<file path="config.mk">
export PLATFORM = sky130hd
export DESIGN_NAME = spi_master_flat
export DESIGN_NICKNAME = d
export VERILOG_FILES = /design/src/rtl/spi_master_if.sv /design/src/rtl/spi_master.sv /design/src/flat_wrapper.sv
export SDC_FILE = /design/constraint.sdc
export NUM_CORES = 1
export LEC_CHECK = 0
export BUFFER_PORTS_ARGS = -buffer_cell sky130_fd_sc_hd__clkbuf_2
export CORE_ASPECT_RATIO = 1.2
export CORE_MARGIN = 1.5
export CORE_UTILIZATION = 32
export CTS_CLUSTER_DIAMETER = 100
export CTS_CLUSTER_SIZE = 40
export DETAILED_ROUTE_END_ITERATION = 8
export SLEW_MARGIN = 0
export SYNTH_ARGS = -nofsm -noshare
export SYNTH_HDL_FRONTEND = slang
export SYNTH_SLANG_ARGS = --single-unit
</file>
<file path="constraint.sdc">
create_clock -name clk -period 3.58 [get_ports clk]
set_clock_uncertainty 0.2 [all_clocks]
set_input_delay 0.716 -clock clk [delete_from_list [all_inputs] [get_ports clk]]
set_output_delay 0.716 -clock clk [all_outputs]
set_load 0.005 [all_outputs]
</file>
<file path="src/rtl/spi_master_if.sv">
// SPI master bus bundle: the request/response handshake plus the three SPI wires.
// The master modport is the controller's view. The slave modport is the view of
// whoever drives requests and MISO.
interface spi_master_if;
  logic       start;
  logic [1:0] cmd;
  logic [7:0] tx_data;
  logic       busy;
  logic       done;
  logic [7:0] rx_data;
  logic       rx_valid;
  logic       err;
  logic       ss_n;
  logic       mosi;
  logic       miso;

  modport master (
    input  start, cmd, tx_data, miso,
    output busy, done, rx_data, rx_valid, err, ss_n, mosi
  );

  modport slave (
    output start, cmd, tx_data, miso,
    input  busy, done, rx_data, rx_valid, err, ss_n, mosi
  );
endinterface

</file>
<file path="src/rtl/spi_master.sv">
// SPI master for a slave that shares clk. A frame is one read/write select bit
// followed by {cmd, tx_data} sent MSB first. A read-data frame then waits
// RD_WAIT cycles and shifts in one byte from MISO.
// Optional feature macro: SPI_MASTER_RD_ORDER_CHK_EN. When it is defined, a
// read-data start is refused unless the last completed frame was a read-address.
//
// state     | meaning
// IDLE      | SS_n high, waiting for start
// SEL       | SS_n low, MOSI = cmd[1] (slave read/write select)
// SHIFT_OUT | frame bits 9..0 on MOSI, one per cycle
// WAIT_RD   | read-data turnaround, RD_WAIT cycles
// SHIFT_IN  | 8 MISO bits captured MSB first
// GAP       | SS_n high for GAP_CYC cycles, busy still high
module spi_master #(
  parameter int RD_WAIT = 2,
  parameter int GAP_CYC = 2
) (
  input logic           clk,
  input logic           rst_n,
  spi_master_if.master  bus
);

  typedef enum logic [2:0] {IDLE, SEL, SHIFT_OUT, WAIT_RD, SHIFT_IN, GAP} state_t;

  localparam logic [3:0] RD_WAIT_LD = 4'(RD_WAIT - 1);
  localparam logic [3:0] GAP_LD     = 4'(GAP_CYC - 1);

  state_t     state, state_d;
  logic [3:0] cnt, cnt_d;
  logic [9:0] frame;
  logic [7:0] rx_shift;
  logic [7:0] rx_data_q;
  logic       ss_n_q, ss_n_d;
  logic       mosi_q, mosi_d;
  logic       busy_q, busy_d;
  logic       done_q, done_d;
  logic       rx_valid_q, rx_valid_d;
  logic       accept;

`ifdef SPI_MASTER_RD_ORDER_CHK_EN
  logic refuse;
  logic rd_ok;
  logic err_q;
`endif

  // Next-state, down-counter and next-output decode; outputs are registered from these.
  always_comb begin
    state_d    = state;
    cnt_d      = cnt;
    ss_n_d     = 1'b1;
    mosi_d     = 1'b0;
    busy_d     = 1'b1;
    done_d     = 1'b0;
    rx_valid_d = 1'b0;
    accept     = 1'b0;
`ifdef SPI_MASTER_RD_ORDER_CHK_EN
    refuse     = 1'b0;
`endif
    case (state)
      IDLE: begin
        busy_d = 1'b0;
        if (bus.start) begin
`ifdef SPI_MASTER_RD_ORDER_CHK_EN
          if (bus.cmd == 2'b11 && !rd_ok) refuse = 1'b1;
          else                            accept = 1'b1;
`else
          accept = 1'b1;
`endif
        end
        if (accept) begin
          state_d = SEL;
          ss_n_d  = 1'b0;
          mosi_d  = bus.cmd[1];
          busy_d  = 1'b1;
        end
      end
      SEL: begin
        state_d = SHIFT_OUT;
        cnt_d   = 4'd9;
        ss_n_d  = 1'b0;
        mosi_d  = frame[9];
      end
      SHIFT_OUT: begin
        if (cnt == 4'd0) begin
          if (frame[9:8] == 2'b11) begin
            state_d = WAIT_RD;
            cnt_d   = RD_WAIT_LD;
            ss_n_d  = 1'b0;
          end else begin
            state_d = GAP;
            cnt_d   = GAP_LD;
            done_d  = 1'b1;
          end
        end else begin
          cnt_d  = cnt - 4'd1;
          ss_n_d = 1'b0;
          mosi_d = frame[cnt - 4'd1];
        end
      end
      WAIT_RD: begin
        ss_n_d = 1'b0;
        if (cnt == 4'd0) begin
          state_d = SHIFT_IN;
          cnt_d   = 4'd7;
        end else begin
          cnt_d = cnt - 4'd1;
        end
      end
      SHIFT_IN: begin
        if (cnt == 4'd0) begin
          state_d    = GAP;
          cnt_d      = GAP_LD;
          done_d     = 1'b1;
          rx_valid_d = 1'b1;
        end else begin
          cnt_d  = cnt - 4'd1;
          ss_n_d = 1'b0;
        end
      end
      GAP: begin
        if (cnt == 4'd0) begin
          state_d = IDLE;
          busy_d  = 1'b0;
        end else begin
          cnt_d = cnt - 4'd1;
        end
      end
      default: begin
        state_d = IDLE;
        busy_d  = 1'b0;
      end
    endcase
  end

  // State, counter and registered SPI/handshake outputs.
  always_ff @(posedge clk) begin
    if (!rst_n) begin
      state      <= IDLE;
      cnt        <= '0;
      ss_n_q     <= 1'b1;
      mosi_q     <= 1'b0;
      busy_q     <= 1'b0;
      done_q     <= 1'b0;
      rx_valid_q <= 1'b0;
    end else begin
      state      <= state_d;
      cnt        <= cnt_d;
      ss_n_q     <= ss_n_d;
      mosi_q     <= mosi_d;
      busy_q     <= busy_d;
      done_q     <= done_d;
      rx_valid_q <= rx_valid_d;
    end
  end

  // Frame capture at acceptance, so later cmd/tx_data changes cannot touch the frame in flight.
  always_ff @(posedge clk) begin
    if (!rst_n)      frame <= '0;
    else if (accept) frame <= {bus.cmd, bus.tx_data};
  end

  // MISO shift register; the byte is published on the last SHIFT_IN edge.
  always_ff @(posedge clk) begin
    if (!rst_n) begin
      rx_shift  <= '0;
      rx_data_q <= '0;
    end else if (state == SHIFT_IN) begin
      rx_shift <= {rx_shift[6:0], bus.miso};
      if (rx_valid_d) rx_data_q <= {rx_shift[6:0], bus.miso};
    end
  end

`ifdef SPI_MASTER_RD_ORDER_CHK_EN
  // Remember whether the last completed frame was a read-address, and flag refused starts.
  always_ff @(posedge clk) begin
    if (!rst_n) begin
      rd_ok <= 1'b0;
      err_q <= 1'b0;
    end else begin
      err_q <= refuse;
      if (done_d) rd_ok <= (frame[9:8] == 2'b10);
    end
  end

  assign bus.err = err_q;
`else
  assign bus.err = 1'b0;
`endif

  assign bus.ss_n     = ss_n_q;
  assign bus.mosi     = mosi_q;
  assign bus.busy     = busy_q;
  assign bus.done     = done_q;
  assign bus.rx_valid = rx_valid_q;
  assign bus.rx_data  = rx_data_q;

endmodule
</file>
<file path="src/flat_wrapper.sv">
// flat-port wrapper written by rule: the top's interface ports become plain ports
module spi_master_flat 
#(
  parameter int RD_WAIT = 2,
  parameter int GAP_CYC = 2
)
  (clk, rst_n, bus_start, bus_cmd, bus_tx_data, bus_miso, bus_busy, bus_done, bus_rx_data, bus_rx_valid, bus_err, bus_ss_n, bus_mosi);
  spi_master_if bus_i ();
  input logic clk;
  input logic rst_n;
  input wire logic [$bits(bus_i.start)-1:0] bus_start;
  input wire logic [$bits(bus_i.cmd)-1:0] bus_cmd;
  input wire logic [$bits(bus_i.tx_data)-1:0] bus_tx_data;
  input wire logic [$bits(bus_i.miso)-1:0] bus_miso;
  output wire logic [$bits(bus_i.busy)-1:0] bus_busy;
  output wire logic [$bits(bus_i.done)-1:0] bus_done;
  output wire logic [$bits(bus_i.rx_data)-1:0] bus_rx_data;
  output wire logic [$bits(bus_i.rx_valid)-1:0] bus_rx_valid;
  output wire logic [$bits(bus_i.err)-1:0] bus_err;
  output wire logic [$bits(bus_i.ss_n)-1:0] bus_ss_n;
  output wire logic [$bits(bus_i.mosi)-1:0] bus_mosi;
  assign bus_i.start = bus_start;
  assign bus_i.cmd = bus_cmd;
  assign bus_i.tx_data = bus_tx_data;
  assign bus_i.miso = bus_miso;
  assign bus_busy = bus_i.busy;
  assign bus_done = bus_i.done;
  assign bus_rx_data = bus_i.rx_data;
  assign bus_rx_valid = bus_i.rx_valid;
  assign bus_err = bus_i.err;
  assign bus_ss_n = bus_i.ss_n;
  assign bus_mosi = bus_i.mosi;
  spi_master #(.RD_WAIT(RD_WAIT), .GAP_CYC(GAP_CYC)) u_core (.clk(clk), .rst_n(rst_n), .bus(bus_i));
endmodule
</file>
==> impl_metrics.json <==
{
  "setup-violations-final": 0,
  "gp_congestion": 0.8459,
  "crit_fanout": 15,
  "pre_cts_slack_ns": 1.091,
  "cts.clk_slew.worst_paths_ns": 0.07,
  "end_kind": "register",
  "place_hpwl_mm": 2.455,
  "tightest_slew_ns": 0.8899,
  "first_pass_iters": 4,
  "start_util": 0.3366,
  "clock-sinks": 37,
  "drv_slew": 0,
  "synth.top_cell.area_share": 0.4125,
  "portBuffers": 26,
  "path_class": "register to register",
  "rsz0062_at_grt": "no",
  "viasPerCell": 5.007,
  "drc": 0,
  "worstSkewPairLatency_ns": 0.29,
  "critPathLaunchType": "register",
  "worst_r2r_endpoint": "u_core.bus.rx_data[5]$_SDFFE_PN0P_",
  "io_pins": 28,
  "drt_iter0_markers": 51,
  "track_usage": 0.1271,
  "cts_hold_buf": 0,
  "dieArea_um2": 6071,
  "p_leak_nw": 0.7495,
  "grt_max_degree": 39,
  "avgSynthCellArea_um2": 9.022,
  "drt-wirelength-per-cell_um": 12.35,
  "synth_cells": 199,
  "synth_area_um2": 1795,
  "synthTopCellsByArea": "dfxtp_1, nand2_1, mux2i_1, a21boi_1, nor2b_1",
  "cp_data_required_time_ns": 3.56,
  "grt_pass1_wl_mm": 6.237,
  "clk_path_buf_depth": 2,
  "final_nets": 231,
  "yosys.area.top_type": "dfxtp_1",
  "critPathArrivalTime_ns": 2.47,
  "p_per_area_nw_per_um2": 714.9,
  "r2r-start": "u_core.cnt[0]$_SDFFE_PN0P_",
  "hold_viol_final": 0,
  "ir_drop_mv": 0.2828,
  "fin_crit_sh": 0.6958,
  "startpoint": "u_core.cnt[0]$_SDFFE_PN0P_",
  "rows": 29,
  "routed_wl_mm": 3.446,
  "ys.flop_type": "dfxtp_1",
  "async_flop_share": 0,
  "cp-endpoint": "u_core.bus.rx_data[5]$_SDFFE_PN0P_",
  "cts_tree": "done",
  "synth_cell_types": 47,
  "grt_pass1_vias": 1339,
  "num_antenna_cells": 0,
  "grt_antenna_before_repair": 0,
  "htree_levels": 2,
  "reg2reg_depth": 6,
  "numCtsBuffers": 5,
  "syn_to_final_growth_pct": 11.92,
  "yosysWarnings": 0,
  "die_w_um": 71.38,
  "worst_slack_ns": 1.089,
  "yosys-top-cells-count": "dfxtp_1, nand2_1, a21boi_1",
  "cts_resized": 0,
  "post_cts_buffers": 0,
  "slew_headroom": 0.4041,
  "cts-root-buf": "clkbuf_8",
  "setup_tns_ns": 0,
  "hold_path_class": "register to register",
  "synth_seq_cells": 37,
  "synth-seq-area-share": 0.4125,
  "synth_nets": 214,
  "drv_cap": 0,
  "drive_gt1_frac": 0.2074,
  "fp.dieH_um": 85.06,
  "num_vias": 1397,
  "drtAntennaViolNets": 0,
  "fin_crit_ns": 2.491,
  "synth_enable_flop_cells": 0,
  "timing.fmax_ghz": 0.4015,
  "rrSetupSlack_ns": 1.09,
  "synth_most_common_cell": "dfxtp_1",
  "hold_start": "u_core.frame[3]$_SDFFE_PN0P_",
  "fp.coreArea_um2": 5334,
  "status": "finished clean",
  "grt_remaining_overflow": 0
}
stage by stage:
step	hold slack (ns)	utilization	cells	cell area, µm²	power [mW]
6_report	0.2585	0.3767	279	2009	1.437
2_1_floorplan	0.2319	-	199	1795	1.057
3_3_place_gp	0.2441	0.3587	271	1913	1.145
5_1_grt	0.2798	0.3767	279	2009	1.561
3_5_place_dp	0.2497	0.3587	271	1913	1.147
4_1_cts	0.2610	0.3767	279	2009	1.458
power by group:
| part | switching (mW) | internal (mW) |
|---|---|---|
| Clock | 0.150 | 0.156 |
| Combinational | 0.292 | 0.245 |
| Sequential | 0.114 | 0.479 |
| Total | 0.556 | 0.881 |
area by class of cell:
| cell class | count | area, µm² |
|---|---|---|
| fill | 536 | 3324 |
| multi-input combinational | 141 | 942.2 |
| sequential | 37 | 740.7 |
| timing repair buffer | 27 | 137.6 |
| clock buffer | 6 | 82.58 |
| tap | 62 | 77.57 |
| inverter | 4 | 15.01 |
| clock inverter | 2 | 13.76 |
worst max-delay path: stages, from the launching register on:
cell      delay [ns]
dfxtp_1         0.39
inv_1           0.13
ha_1            0.26
nor3b_2         0.76
nand2_1         0.39
nand2_1         0.16
a21boi_0        0.09
worst min path at each step:
| stage | end | slack [ns] | cells past startpoint |
|---|---|---|---|
| after CTS | u_core.frame[1]$_SDFFE_PN0P_ | 0.26 | 2 |
| after global placement | u_core.bus.rx_data[6]$_SDFFE_PN0P_ | 0.24 | 2 |
| final | u_core.frame[3]$_SDFFE_PN0P_ | 0.26 | 2 |
| after floorplan | u_core.frame[1]$_SDFFE_PN0P_ | 0.23 | 2 |
| after detailed placement | u_core.frame[1]$_SDFFE_PN0P_ | 0.25 | 2 |
| after global routing | u_core.frame[1]$_SDFFE_PN0P_ | 0.28 | 2 |
routing by layer:
metal | vias to the layer above | routed length [µm] | track usage
met4 | 0 | 54 | 0.04288
met1 | 646 | 1653 | 0.1684
met5 | - | 0 | 0
met2 | 22 | 1626 | 0.1995
met3 | 4 | 111 | 0.03444
li1 | 725 | - | -
placed cells by master, fill, tap and decap left out, types with 2 or more instances in the layout:
cell type	instances
and3_1	2
a21oi_1	4
nor2b_1	9
mux2i_1	10
dfxtp_1	37
nor3b_2	2
o21ai_1	3
inv_1	4
nand2_1	36
a21boi_0	6
xnor2_1	3
nand4_1	2
clkbuf_8	6
o21a_1	2
o21ai_0	3
nor2_1	5
o211ai_1	2
a21boi_1	13
clkbuf_2	26
nor3_1	2
nand2b_1	3
and2_1	3
nand3_1	8
mux4_2	2
logic make-up (layout without fill, tap and decap cells):
| logic type | Yosys count | count (layout) | share of synthesized area |
|---|---|---|---|
| flops | 37 | 37 | 0.4125 |
| xor+xnor | 3 | 3 | 0.01464 |
| compound gates | 41 | 41 | 0.1645 |
| mux | 12 | 12 | 0.08084 |
| buf+inv | 21 | 39 | 0.06550 |
| simple gates | 82 | 82 | 0.2474 |
| other cells | 1 | 1 | 0.002089 |
| fa+ha+maj | 2 | 2 | 0.01254 |
registers in the layout, summed over array words and instances, names as in the netlist:
| signal | flops |
|---|---|
| u_core.frame | 10 |
| u_core.bus.rx_data | 8 |
| u_core.rx_shift | 7 |
| u_core.cnt | 4 |
| u_core.state | 3 |
| u_core.bus.busy | 1 |
| u_core.bus.done | 1 |
| u_core.bus.mosi | 1 |
| u_core.bus.rx_valid | 1 |
| u_core.bus.ss_n | 1 |
Power figures use the tool's default switching activity.
